[src/rtl/single_port_ram_arbiter_pkg.sv]
// Shared types and default widths for the single-port RAM arbiter and its sequencers.
// No logic of its own.
// Used by the arbiter and by single_port_ram_ctrl.
package single_port_ram_pkg;

    localparam int ADDR_W_DEF = 10;
    localparam int DATA_W_DEF = 16;

    // Port ownership state
    typedef enum logic [1:0] {
        IDLE  = 2'd0,
        OWN_A = 2'd1,
        OWN_B = 2'd2
    } state_t;

    // Identity of the most recently served requester
    typedef enum logic {
        SIDE_A = 1'b0,
        SIDE_B = 1'b1
    } side_t;

endpackage

[src/rtl/single_port_ram_arbiter_if.sv]
// Bundle of both requester ports and the RAM macro port around the arbiter.
// Purely wiring; timing is set by the arbiter.
// master = arbiter side, slave = requesters plus RAM.
interface single_port_ram_arbiter_if
    import single_port_ram_pkg::*;
#(
    parameter int ADDR_W = ADDR_W_DEF,
    parameter int DATA_W = DATA_W_DEF
);
    // Requester A
    logic              a_req;
    logic              a_we;
    logic [ADDR_W-1:0] a_addr;
    logic [DATA_W-1:0] a_wdata;
    logic              a_ack;
    logic              a_rvalid;
    logic [DATA_W-1:0] a_rdata;
    // Requester B
    logic              b_req;
    logic              b_we;
    logic [ADDR_W-1:0] b_addr;
    logic [DATA_W-1:0] b_wdata;
    logic              b_ack;
    logic              b_rvalid;
    logic [DATA_W-1:0] b_rdata;
    // RAM macro
    logic              ram_en;
    logic              ram_we;
    logic [ADDR_W-1:0] ram_addr;
    logic [DATA_W-1:0] ram_wdata;
    logic [DATA_W-1:0] ram_rdata;

    modport master (
        input  a_req, a_we, a_addr, a_wdata,
        input  b_req, b_we, b_addr, b_wdata,
        input  ram_rdata,
        output a_ack, a_rvalid, a_rdata,
        output b_ack, b_rvalid, b_rdata,
        output ram_en, ram_we, ram_addr, ram_wdata
    );

    modport slave (
        output a_req, a_we, a_addr, a_wdata,
        output b_req, b_we, b_addr, b_wdata,
        output ram_rdata,
        input  a_ack, a_rvalid, a_rdata,
        input  b_ack, b_rvalid, b_rdata,
        input  ram_en, ram_we, ram_addr, ram_wdata
    );

endinterface

[src/rtl/single_port_ram_arbiter.sv]
// Two-requester arbiter for one single-port RAM with bounded-burst fairness.
// Latency: ack and RAM command combinational in the grant cycle; read data/rvalid one cycle later.
// Backpressure: a waiting requester holds req until acked; the owner keeps the port for up to BURST_MAX accesses.
import single_port_ram_pkg::*;

module single_port_ram_arbiter #(
    parameter int ADDR_W    = ADDR_W_DEF,
    parameter int DATA_W    = DATA_W_DEF,
    parameter int BURST_MAX = 4
) (
    input  logic                       clk,
    input  logic                       rst_n,
    single_port_ram_arbiter_if.master  bus
);

    localparam int              CNT_W   = $clog2(BURST_MAX + 1);
    localparam logic [CNT_W-1:0] CNT_MAX = CNT_W'(BURST_MAX);
    localparam logic [CNT_W-1:0] CNT_ONE = CNT_W'(1);

    state_t           state, state_nxt;
    logic [CNT_W-1:0] cnt, cnt_nxt;
    side_t            last, last_nxt;
    logic             gnt_a, gnt_b;

    // State register; reset leaves B as last served so A wins the first tie
    always_ff @(posedge clk or negedge rst_n) begin
        if (!rst_n) begin
            state <= IDLE;
            cnt   <= '0;
            last  <= SIDE_B;
        end else begin
            state <= state_nxt;
            cnt   <= cnt_nxt;
            last  <= last_nxt;
        end
    end

    // Read-valid pipeline: a granted read returns data on the following cycle
    always_ff @(posedge clk or negedge rst_n) begin
        if (!rst_n) begin
            bus.a_rvalid <= 1'b0;
            bus.b_rvalid <= 1'b0;
        end else begin
            bus.a_rvalid <= gnt_a & ~bus.a_we;
            bus.b_rvalid <= gnt_b & ~bus.b_we;
        end
    end

    // Grant decision and next state; counter saturates so a long solo run
    // hands over on the first cycle the other side asks
    always_comb begin
        gnt_a     = 1'b0;
        gnt_b     = 1'b0;
        state_nxt = IDLE;
        cnt_nxt   = '0;
        last_nxt  = last;
        unique case (state)
            IDLE: begin
                if (bus.a_req && bus.b_req) begin
                    gnt_a = (last == SIDE_B);
                    gnt_b = (last == SIDE_A);
                end else begin
                    gnt_a = bus.a_req;
                    gnt_b = bus.b_req;
                end
            end
            OWN_A: begin
                if (bus.a_req && (!bus.b_req || cnt < CNT_MAX)) gnt_a = 1'b1;
                else if (bus.b_req)                             gnt_b = 1'b1;
            end
            OWN_B: begin
                if (bus.b_req && (!bus.a_req || cnt < CNT_MAX)) gnt_b = 1'b1;
                else if (bus.a_req)                             gnt_a = 1'b1;
            end
            default: ;
        endcase

        if (gnt_a) begin
            state_nxt = OWN_A;
            last_nxt  = SIDE_A;
            if (state == OWN_A) cnt_nxt = (cnt == CNT_MAX) ? cnt : cnt + CNT_ONE;
            else                cnt_nxt = CNT_ONE;
        end else if (gnt_b) begin
            state_nxt = OWN_B;
            last_nxt  = SIDE_B;
            if (state == OWN_B) cnt_nxt = (cnt == CNT_MAX) ? cnt : cnt + CNT_ONE;
            else                cnt_nxt = CNT_ONE;
        end
    end

    // RAM command mux; bus is driven to zero when nobody is granted
    always_comb begin
        bus.a_ack     = gnt_a;
        bus.b_ack     = gnt_b;
        bus.ram_en    = gnt_a | gnt_b;
        bus.ram_we    = 1'b0;
        bus.ram_addr  = '0;
        bus.ram_wdata = '0;
        if (gnt_a) begin
            bus.ram_we    = bus.a_we;
            bus.ram_addr  = bus.a_addr;
            bus.ram_wdata = bus.a_wdata;
        end else if (gnt_b) begin
            bus.ram_we    = bus.b_we;
            bus.ram_addr  = bus.b_addr;
            bus.ram_wdata = bus.b_wdata;
        end
    end

    // Read data is shared; each side qualifies it with its own rvalid
    assign bus.a_rdata = bus.ram_rdata;
    assign bus.b_rdata = bus.ram_rdata;

endmodule
[src/flat_wrapper.sv]
// flat-port wrapper written by rule: the top's interface ports become plain ports
module single_port_ram_arbiter_flat 
#(
    parameter int ADDR_W    = ADDR_W_DEF,
    parameter int DATA_W    = DATA_W_DEF,
    parameter int BURST_MAX = 4
)
  (clk, rst_n, bus_a_req, bus_a_we, bus_a_addr, bus_a_wdata, bus_b_req, bus_b_we, bus_b_addr, bus_b_wdata, bus_ram_rdata, bus_a_ack, bus_a_rvalid, bus_a_rdata, bus_b_ack, bus_b_rvalid, bus_b_rdata, bus_ram_en, bus_ram_we, bus_ram_addr, bus_ram_wdata);
  single_port_ram_arbiter_if #(.ADDR_W(ADDR_W), .DATA_W(DATA_W)) bus_i ();
  input  logic clk;
  input  logic rst_n;
  input wire logic [$bits(bus_i.a_req)-1:0] bus_a_req;
  input wire logic [$bits(bus_i.a_we)-1:0] bus_a_we;
  input wire logic [$bits(bus_i.a_addr)-1:0] bus_a_addr;
  input wire logic [$bits(bus_i.a_wdata)-1:0] bus_a_wdata;
  input wire logic [$bits(bus_i.b_req)-1:0] bus_b_req;
  input wire logic [$bits(bus_i.b_we)-1:0] bus_b_we;
  input wire logic [$bits(bus_i.b_addr)-1:0] bus_b_addr;
  input wire logic [$bits(bus_i.b_wdata)-1:0] bus_b_wdata;
  input wire logic [$bits(bus_i.ram_rdata)-1:0] bus_ram_rdata;
  output wire logic [$bits(bus_i.a_ack)-1:0] bus_a_ack;
  output wire logic [$bits(bus_i.a_rvalid)-1:0] bus_a_rvalid;
  output wire logic [$bits(bus_i.a_rdata)-1:0] bus_a_rdata;
  output wire logic [$bits(bus_i.b_ack)-1:0] bus_b_ack;
  output wire logic [$bits(bus_i.b_rvalid)-1:0] bus_b_rvalid;
  output wire logic [$bits(bus_i.b_rdata)-1:0] bus_b_rdata;
  output wire logic [$bits(bus_i.ram_en)-1:0] bus_ram_en;
  output wire logic [$bits(bus_i.ram_we)-1:0] bus_ram_we;
  output wire logic [$bits(bus_i.ram_addr)-1:0] bus_ram_addr;
  output wire logic [$bits(bus_i.ram_wdata)-1:0] bus_ram_wdata;
  assign bus_i.a_req = bus_a_req;
  assign bus_i.a_we = bus_a_we;
  assign bus_i.a_addr = bus_a_addr;
  assign bus_i.a_wdata = bus_a_wdata;
  assign bus_i.b_req = bus_b_req;
  assign bus_i.b_we = bus_b_we;
  assign bus_i.b_addr = bus_b_addr;
  assign bus_i.b_wdata = bus_b_wdata;
  assign bus_i.ram_rdata = bus_ram_rdata;
  assign bus_a_ack = bus_i.a_ack;
  assign bus_a_rvalid = bus_i.a_rvalid;
  assign bus_a_rdata = bus_i.a_rdata;
  assign bus_b_ack = bus_i.b_ack;
  assign bus_b_rvalid = bus_i.b_rvalid;
  assign bus_b_rdata = bus_i.b_rdata;
  assign bus_ram_en = bus_i.ram_en;
  assign bus_ram_we = bus_i.ram_we;
  assign bus_ram_addr = bus_i.ram_addr;
  assign bus_ram_wdata = bus_i.ram_wdata;
  single_port_ram_arbiter #(.ADDR_W(ADDR_W), .DATA_W(DATA_W), .BURST_MAX(BURST_MAX)) u_core (.clk(clk), .rst_n(rst_n), .bus(bus_i));
endmodule
[config.mk]
export PLATFORM = sky130hd
export DESIGN_NAME = single_port_ram_arbiter_flat
export DESIGN_NICKNAME = d
export VERILOG_FILES = /design/src/rtl/single_port_ram_arbiter_pkg.sv /design/src/rtl/single_port_ram_arbiter_if.sv /design/src/rtl/single_port_ram_arbiter.sv /design/src/flat_wrapper.sv
export SDC_FILE = /design/constraint.sdc
export NUM_CORES = 1
export LEC_CHECK = 0
export BUFFER_PORTS_ARGS = -buffer_cell sky130_fd_sc_hd__buf_2
export CAP_MARGIN = 5
export CORE_UTILIZATION = 31
export CTS_BUF_LIST = sky130_fd_sc_hd__clkbuf_4 sky130_fd_sc_hd__clkbuf_8 sky130_fd_sc_hd__clkbuf_16
export DETAILED_ROUTE_END_ITERATION = 8
export PLACE_DENSITY = 0.81
export SYNTH_ARGS = -nofsm -noshare
export SYNTH_HDL_FRONTEND = slang
export SYNTH_SLANG_ARGS = --single-unit
[constraint.sdc]
create_clock -name clk -period 1.7 [get_ports clk]
set_input_delay 0 -clock clk [delete_from_list [all_inputs] [get_ports clk]]
set_output_delay 0 -clock clk [all_outputs]
set_load 0.005 [all_outputs]
==> run metrics <==
dpl ws=0.0749 ns; unrepaired setup endpoints after global routing=true; Max-Cap Viols=0; DR iter-0 viols=33; die footprint=0.00345 mm^2; Final Total Pwr=1.05 mW; clock buffer depth=2; first drt pass iteration count=4; vias=1052; Pleak=0.820 nW; Final Hold Viols=0; initial core utilization=0.327; IO buf count=89; Synth area leader=buf_4; CP required=1.70 ns; clk sinks=8; final RePlAce weighted congestion=0.861; Area Growth Syn to Fin=43.3%; DP HPWL=2100 um; Clk Latency, worst-skew pair=0.25 ns; Peak Freq=0.543 GHz; Avg Cell Area, Syn=9.41 um^2; ANT nets after route=0; CTS clk-pin slew, worst paths=0.06 ns; H-tree depth=1; Filler cells=323; Core Box Area=0.00305 mm^2; Seq/Total Area, Yosys=0.202; largest net degree at the start of global routing=17; WL per Instance=12.7 um; Slew Viols, Final=0; Min Clock Period, post-route=1.84 ns; pwr/cell area=734 mW/mm^2; first-pass GRT wire length=4120 um; outcome=finished, violations left; CP Class=reg -> out; Final WS setup=-0.140 ns; die width=58.7 um; Yosys reg bits=8; final worst path period share=1.08; GR Overflow Total=0; register area=205 um^2; total track usage=0.157; Commonest cells post-synth=32 x buf_4, 27 x a22o_1, 7 x dfrtp_1; DIE HEIGHT=58.7 um; layout cells sized above 1=0.676; CP arrival=1.84 ns; final setup violation count=28; most common cell in the netlist=buf_4; final setup TNS=-2.87 ns; startpoint types=flop; Netlist cell types=31; io pins=138; root buffer cell=clkbuf_4; Finished Cell Area=0.00143 mm^2; placed cell areas=0.00123 mm^2; Tightest Hold Check Type=in -> out; top cell type's share of synthesized area=0.241; CTS Buf Count=3; Rows=20; CTS tree=done; NumNets Final=256; asr flop ratio synth=1.00; Mapped Area=997 um^2; Synth area leaders=buf_4 24%, a22o_1 24%, dfrtp_1 18%; final hold slack=0.00000386 ns; Fin Clk Skew=0.00421 ns; endpoint class of the critical path=primary output; worst vdd ir=452 uV; Ant. Diodes=0; reg2reg setup slack=0.02 ns; Synth Instances=106; Least-Margin Pin Slew=0.340 ns; EDFF count, synth=0; vias in the first global route=937; failing checks=negative setup slack; initial antenna violation count=0; worst-path maximum fanout=7; # DRC=0; Synth warnings=0; Synth Flop Type=dfrtp_1; area of the multi-input gates=468 um^2; worst rel slew slack=0.773; drt total wl=2830 um; DR vias/cell=4.72; Post-Syn Nets=182
## final timing paths
path / startpoint / endpoint / cells after the start
worst min-delay path: bus_ram_rdata[0] / bus_b_rdata[0] / 0
worst max-delay path: u_core.state[1]$_DFF_PN0_ / bus_ram_wdata[8] / 6
worst min register to register: u_core.last$_DFFE_PN1P_ / u_core.last$_DFFE_PN1P_ / 1
worst max register to register: u_core.state[1]$_DFF_PN0_ / u_core.cnt[0]$_DFF_PN0_ / 6
min in group asynchronous: rst_n / u_core.cnt[2]$_DFF_PN0_ / 2
max in group asynchronous: rst_n / u_core.last$_DFFE_PN1P_ / 2
## repair_timing
item | 4_1_cts | 5_1_grt
resized for setup | 9 | 7
pin swaps | 2 | 6
endpoints found under the setup margin | 29 | 30
hold buffers | 2 | 0
buffers inserted | 9 | 1
cloned | 2 | 2
hold endpoints to repair | 9 | 0
## through the flow
step                      cells   util
after floorplan             106      -
final                       223  0.468
after global routing        223  0.468
after detailed placement    204  0.402
after CTS                   221  0.450
after global placement      204  0.402
## flip-flops by register name (all words and copies together) (netlist names)
signal	cells
u_core.state	2
u_core.last	1
u_core.bus.a_rvalid	1
u_core.cnt	3
u_core.bus.b_rvalid	1
## cell usage in the layout (no fill, tap or decap), types with 2 or more instances in the layout
master,n
a22o_1,27
buf_2,89
buf_4,10
buf_6,5
buf_8,2
clkbuf_4,4
dfrtp_1,4
dfrtp_2,3
dlygate4sd3_1,2
ha_1,2
inv_1,4
nand2_1,3
o221a_2,2
## layout make-up
| type | count | share of cell area |
|---|---|---|
| Timing Repair Buffer | 109 | 0.456 |
| Multi-Input combinational cell | 53 | 0.327 |
| Sequential cell | 8 | 0.144 |
| Tap cell | 44 | 0.0385 |
| Clock buffer | 4 | 0.0210 |
| Inverter | 5 | 0.0131 |
## layer usage
layer,vias to the layer above,global-route usage,share of wire
li1,505,-,-
met1,479,0.187,0.38
met2,66,0.274,0.54
met3,2,0.0418,0.071
met4,0,0.0476,0.0060
met5,-,0,0
## critical path, stage by stage, from the launching register on
cell and delay [ns]:
dfrtp_2 0.45, a21o_1 0.21, a2111oi_4 0.37, buf_6 0.19
buf_4 0.13, a22o_1 0.12, buf_2 0.11
## power breakdown
| part | switching, mW | internal [mW] |
|---|---|---|
| clock | 0.0706 | 0.106 |
| combinational | 0.253 | 0.365 |
| sequential | 0.0278 | 0.226 |
## cell families (layout without fill, tap and decap cells)
group / Yosys count / after routing / synth area share
AOI/OAI and AO/OA: 38 / 38 / 0.356
xor gates and xnor gates: 1 / 1 / 0.00878
adders and majority gates: 2 / 2 / 0.0251
DFF: 8 / 8 / 0.202
and+or+nand+nor: 12 / 12 / 0.0791
buffers and inverters: 45 / 118 / 0.329
No activity file was read; power rests on OpenSTA's default activity.
